===== config.mk =====
export PLATFORM = sky130hd
export DESIGN_NAME = dr_parity_accumulator
export DESIGN_NICKNAME = d
export VERILOG_FILES = /design/src/rtl/dr_parity_pkg.sv /design/src/rtl/dr_parity_accumulator_sync.sv /design/src/rtl/dr_parity_accumulator.sv
export SDC_FILE = /design/constraint.sdc
export NUM_CORES = 1
export LEC_CHECK = 0
export BUFFER_PORTS_ARGS = -buffer_cell sky130_fd_sc_hd__buf_2
export CORE_ASPECT_RATIO = 2
export CORE_MARGIN = 2
export CORE_UTILIZATION = 50
export CTS_BUF_LIST = sky130_fd_sc_hd__clkbuf_2 sky130_fd_sc_hd__clkbuf_4 sky130_fd_sc_hd__clkbuf_8
export DETAILED_ROUTE_END_ITERATION = 8
export PLACE_DENSITY = 0.83
export SLEW_MARGIN = 20
export SYNTH_ARGS = -nofsm -noshare
export SYNTH_HDL_FRONTEND = slang
export SYNTH_HIERARCHICAL = 1
export SYNTH_SLANG_ARGS = --single-unit

===== constraint.sdc =====
create_clock -name clk -period 5.25 [get_ports clk]
set_input_delay 0.2625 -clock clk [delete_from_list [all_inputs] [get_ports clk]]
set_output_delay 0.2625 -clock clk [all_outputs]
set_load 0.02 [all_outputs]

===== src/rtl/dr_parity_pkg.sv =====
// dr_parity_pkg: shared state encoding and dual-rail decode helpers for the parity accumulator.
package dr_parity_pkg;
    typedef enum logic [2:0] {IDLE, EVAL, HOLD, RTZ, ERR} state_t;
    localparam int MAX_W = 64;
    typedef logic [MAX_W-1:0] rail_t;
    function automatic logic dr_spacer(input rail_t t, input rail_t f);
        return ~|(t | f);
    endfunction
    function automatic logic dr_illegal(input rail_t t, input rail_t f);
        return |(t & f);
    endfunction
    // Bits outside the mask count as satisfied so narrow tokens can share the wide helper.
    function automatic logic dr_complete(input rail_t t, input rail_t f, input rail_t mask);
        return &((t ^ f) | ~mask);
    endfunction
endpackage


===== src/rtl/dr_parity_accumulator_sync.sv =====
// dr_sync: per-bit flop chain bringing asynchronous rails into the clk domain.
module dr_sync #(
    parameter int N      = 1,
    parameter int STAGES = 2
) (
    input  logic         clk,
    input  logic         rst_n,
    input  logic [N-1:0] d,
    output logic [N-1:0] q
);
    if (STAGES == 0) begin : g_wire
        assign q = d;
    end else begin : g_ff
        logic [STAGES-1:0][N-1:0] chain_q, chain_d;
        always_comb begin
            chain_d[0] = d;
            for (int i = 1; i < STAGES; i++) chain_d[i] = chain_q[i-1];
        end
        always_ff @(posedge clk or negedge rst_n) begin
            if (!rst_n) chain_q <= '0;
            else chain_q <= chain_d;
        end
        assign q = chain_q[STAGES-1];
    end
endmodule


===== src/rtl/dr_parity_accumulator.sv =====
// dr_parity_accumulator: dual-rail running-parity checker with four-phase handshake and sticky protocol error.
module dr_parity_accumulator
    import dr_parity_pkg::*;
#(
    parameter int WIDTH       = 1,
    parameter int WINDOW      = 0,
    parameter int ODD         = 0,
    parameter int SYNC_STAGES = 2,
    parameter int CNT_W       = 16
) (
    input  logic             clk,
    input  logic             rst_n,
    input  logic [WIDTH-1:0] in_t,
    input  logic [WIDTH-1:0] in_f,
    output logic             in_ack,
    output logic             par_t,
    output logic             par_f,
    input  logic             out_ack,
    input  logic             clr_err,
    output logic             err,
    output logic [CNT_W-1:0] tok_cnt
);
    localparam rail_t MASK = {MAX_W{1'b1}} >> (MAX_W - WIDTH);
    localparam logic ODD_B = (ODD != 0);
    logic [2*WIDTH:0] sync_q;
    logic [WIDTH-1:0] t_s, f_s, cap_t_q, cap_t_d, cap_f_q, cap_f_d;
    logic ack_s, spacer, complete, illegal, changed, parity_n, wrap_hit;
    logic parity_q, parity_d, par_t_q, par_t_d, par_f_q, par_f_d;
    logic in_ack_q, in_ack_d, err_q, err_d;
    logic [CNT_W-1:0] tok_cnt_q, tok_cnt_d;
    state_t state_q, state_d;
    dr_sync #(.N(2*WIDTH+1), .STAGES(SYNC_STAGES)) u_sync (
        .clk   (clk),
        .rst_n (rst_n),
        .d     ({out_ack, in_f, in_t}),
        .q     (sync_q)
    );
    assign {ack_s, f_s, t_s} = sync_q;
    assign spacer   = dr_spacer(MAX_W'(t_s), MAX_W'(f_s));
    assign illegal  = dr_illegal(MAX_W'(t_s), MAX_W'(f_s));
    assign complete = dr_complete(MAX_W'(t_s), MAX_W'(f_s), MASK);
    // Rails may only fall while holding; a newly raised rail means the token changed without a spacer.
    assign changed  = |(t_s & ~cap_t_q) | |(f_s & ~cap_f_q);
    always_ff @(posedge clk or negedge rst_n) begin
        if (!rst_n) begin
            state_q   <= IDLE;
            cap_t_q   <= '0;
            cap_f_q   <= '0;
            parity_q  <= 1'b0;
            par_t_q   <= 1'b0;
            par_f_q   <= 1'b0;
            in_ack_q  <= 1'b0;
            err_q     <= 1'b0;
            tok_cnt_q <= '0;
        end else begin
            state_q   <= state_d;
            cap_t_q   <= cap_t_d;
            cap_f_q   <= cap_f_d;
            parity_q  <= parity_d;
            par_t_q   <= par_t_d;
            par_f_q   <= par_f_d;
            in_ack_q  <= in_ack_d;
            err_q     <= err_d;
            tok_cnt_q <= tok_cnt_d;
        end
    end
    always_comb begin
        state_d = state_q;
        case (state_q)
            IDLE:    state_d = ack_s ? ERR : complete ? EVAL : IDLE;
            EVAL:    state_d = HOLD;
            HOLD:    state_d = changed ? ERR : (spacer && ack_s) ? RTZ : HOLD;
            RTZ:     state_d = ack_s ? RTZ : IDLE;
            ERR:     state_d = (clr_err && spacer) ? IDLE : ERR;
            default: state_d = ERR;
        endcase
        if (illegal) state_d = ERR;
    end
    always_comb begin
        parity_n  = parity_q ^ (^t_s);
        wrap_hit  = (WINDOW != 0) && (tok_cnt_q == CNT_W'(WINDOW - 1));
        cap_t_d   = cap_t_q;
        cap_f_d   = cap_f_q;
        parity_d  = parity_q;
        par_t_d   = par_t_q;
        par_f_d   = par_f_q;
        in_ack_d  = in_ack_q;
        err_d     = err_q;
        tok_cnt_d = tok_cnt_q;
        if (state_d == ERR) begin
            par_t_d   = 1'b0;
            par_f_d   = 1'b0;
            in_ack_d  = 1'b0;
            err_d     = 1'b1;
            parity_d  = 1'b0;
            tok_cnt_d = '0;
        end else if (state_q == EVAL) begin
            cap_t_d  = t_s;
            cap_f_d  = f_s;
            parity_d = parity_n;
            par_t_d  = parity_n ^ ODD_B;
            par_f_d  = ~(parity_n ^ ODD_B);
            in_ack_d = 1'b1;
        end else if (state_q == HOLD && state_d == RTZ) begin
            par_t_d   = 1'b0;
            par_f_d   = 1'b0;
            in_ack_d  = 1'b0;
            tok_cnt_d = wrap_hit ? '0 : tok_cnt_q + 1'b1;
            parity_d  = parity_q & ~wrap_hit;
        end else if (state_q == ERR) begin
            err_d = 1'b0;
        end
    end
    assign par_t   = par_t_q;
    assign par_f   = par_f_q;
    assign in_ack  = in_ack_q;
    assign err     = err_q;
    assign tok_cnt = tok_cnt_q;
endmodule


==> results.cfg <==
[run_status]
run_status = finished clean

[power_and_ir_drop]
share_comb_of_total_power = 0.080
peakVddDrop_uv = 202.7
switching_share = 0.2381
p_int_mw = 0.3510
p_leak_nw = 0.7823
switchingPower_mw = 0.1097
pwr-share-clk = 0.351
powerDensity_mw_per_mm2 = 260.2
seq_power_share = 0.568

[clocking]
cts_buffers = 5
insertion_delay_ns = 0.28
cts_root_buffer = clkbuf_8
cts_max_path_buffers = 2
cts_tree = yes
post_cts_resized = 0
clk_pin_slew_worst_paths_ns = 0.06
holdBufCountCts = 0
cts_max_level = 2
cts_sinks = 32
cts_setup_buffers = 0

[synthesis]
synth_cell_types = 42
synth_most_common_cell = dfrtp_1
postSynth.asyncResetShare = 1.000
syn_area_mm2 = 0.001575
synth_area_leader_cell = dfrtp_1
synth_fp_nets = 160
ys_top_cells_by_area = dfrtp_1 (51%), nand2_1 (3.6%), a21oi_1 (3.5%)
synth_top_area_frac = 0.5083
synthFlopType = dfrtp_1
synth_edf_count = 0
yosys-top-cells-count = dfrtp_1 (32), nand2_1 (15), a21oi_1 (11), nand3_1 (8)
avgSynthCellArea_um2 = 10.43
synthCells = 151
ys_seq_area_frac = 0.5083
ys_seq_elements = 32
synth_warnings = 6

[drt]
vias_per_cell = 6.471
drtIter0Drc = 64
ant_nets = 0
wirelength_um = 3416
vias = 1333
first_pass_iters = 4
drc = 0
post_drt_wl_per_cell_um = 16.58

[critical_path]
worstSetupPathType = reg2reg
cp_slowest_cell = or4_1
crit_path_end_kind = register
worstPathRequired_ns = 5.44
crit_arrival_ns = 2.42
path_max_fanout = 24
max_stage_delay_ns = 0.61
crit_chain = ha_1, and4bb_1, nand4_4, or4_1, a21oi_1
start_kind = register

[sta]
skew_ns = 0.009462
hold_viol_final = 0
worstMarginPinSlew_ns = 0.6962
fin_ws_ns = 3.019
setup_viol = 0
clock.fmax_mhz = 448.3
rsz0062_at_grt = no
drv_slew = 0
slew_headroom = 0.5358
period_minus_slack_ns = 2.231
totalNegativeSetupSlack_ns = 0
post-route-period-util = 0.4249

[global_routing]
grt_overflow = 0
antenna_found_initial = 0
grt_pass1_vias = 1377
grt_util_all_layers = 0.2157
grt_first_pass_wirelength_um = 6078
grt_max_degree = 33

[floorplan]
initial_utilization = 0.5290
dieHeight_um = 83.38
core-area_mm2 = 0.002978
die-area_mm2 = 0.003643
dieWidth_um = 43.69
rows = 28
pin_count = 26

[layout]
drive_above_1_share = 0.2273
num-fill-cells = 248
area_delta_synth_final_pct = 12.39
final_area_mm2 = 0.001770
antenna_cells = 0
fin_nets = 187

[placement]
dp_hpwl_um = 2564
post-place-ws_ns = 3.030
place_congestion = 0.9597
placed_area_mm2 = 0.001702
port_buffers = 25

[flow_run]
timing.max_cap.violations = 0

[min_path]
hold_class = in2async
power groups by stage:
stage	combinational [mW]	clock, mW	sequential (mW)
after floorplan	0.0220	0	0.267
after global placement	0.0358	0	0.265
after detailed placement	0.0376	0	0.266
after CTS	0.0376	0.167	0.261
after global routing	0.0415	0.176	0.263
final	0.0371	0.162	0.262
logic make-up (layout without fill, tap and decap cells):
| logic type | after synthesis | count (layout) | share of synthesized area |
|---|---|---|---|
| fa+ha+maj | 3 | 3 | 0.02383 |
| compound gates | 39 | 39 | 0.1636 |
| buf+inv | 11 | 36 | 0.03733 |
| simple gates | 60 | 60 | 0.2288 |
| xor+xnor | 2 | 2 | 0.01112 |
| mux | 4 | 4 | 0.02701 |
| flops | 32 | 32 | 0.5083 |
metal layers:
| layer | track usage | up-vias | routed length [um] |
|---|---|---|---|
| met5 | 0 | - | 0 |
| li1 | - | 616 | - |
| met1 | 0.2225 | 659 | 1182 |
| met4 | 0.1350 | 0 | 129 |
| met3 | 0.05435 | 13 | 155 |
| met2 | 0.3650 | 45 | 1949 |
per-stage QoR:
stage / util / instances / hold WS (ns) / power (mW)
6_report: 0.5945 / 206 / 0.02279 / 0.4607
5_1_grt: 0.5945 / 206 / 0.08099 / 0.4809
4_1_cts: 0.5945 / 206 / 0.04922 / 0.4660
3_5_place_dp: 0.5714 / 201 / 0.3403 / 0.3035
3_3_place_gp: 0.5714 / 201 / 0.3331 / 0.3009
2_1_floorplan: - / 151 / -0.03309 / 0.2889
sequential cells by signal, summed over array words and instances (netlist names):
name / count
state_q: 3
tok_cnt: 16
par_f: 1
parity_q: 1
u_sync/q: 3
par_t: 1
cap_f_q: 1
cap_t_q: 1
err: 1
u_sync/g_ff.chain_d: 3
in_ack: 1
path summary, 6_finish.rpt:
path                       cells past startpoint                      to              startpoint  slack [ns]
max                                            5             tok_cnt[11]             u_sync/q[0]        3.02
min                                            1              tok_cnt[5]                   rst_n        0.02
max reg2reg                                    5             tok_cnt[11]             u_sync/q[0]        3.02
min reg2reg                                    0             u_sync/q[2]  u_sync/g_ff.chain_d[5]        0.35
max in group asynchronous                      1              state_q[0]                   rst_n        4.77
min in group clk                               1  u_sync/g_ff.chain_d[5]                 out_ack        0.09
cells in the final DEF (no fill, tap or decap), types with 3 or more instances in the layout:
cell	instances
a21oi_1	11
a31oi_1	5
and4_1	3
buf_2	25
clkbuf_8	5
dfrtp_1	32
ha_1	3
inv_1	6
nand2_1	15
nand3_1	8
nand4_1	6
nor2_1	5
o211ai_1	4
o21ai_0	5
o31ai_1	4
or3_1	3
or4_1	5
critical path: cells and delay by family, from the launching register on:
family / cells / cell delay [ns]
AOI/OAI and AO/OA: 1 / 0.17
and+or+nand+nor: 3 / 1.27
adders and majority gates: 1 / 0.28
DFF: 1 / 0.43
cell type report:
class / instances / area, um^2 / share of cell area
clock buffers: 5 / 68.82 / 0.03887
inverters: 6 / 22.52 / 0.01272
multi-input cells: 108 / 715.7 / 0.4042
flip-flops and latches: 32 / 800.8 / 0.4523
well taps: 30 / 37.54 / 0.02120
repair buffers: 25 / 125.1 / 0.07067
No activity file was read; power rests on OpenSTA's default activity.
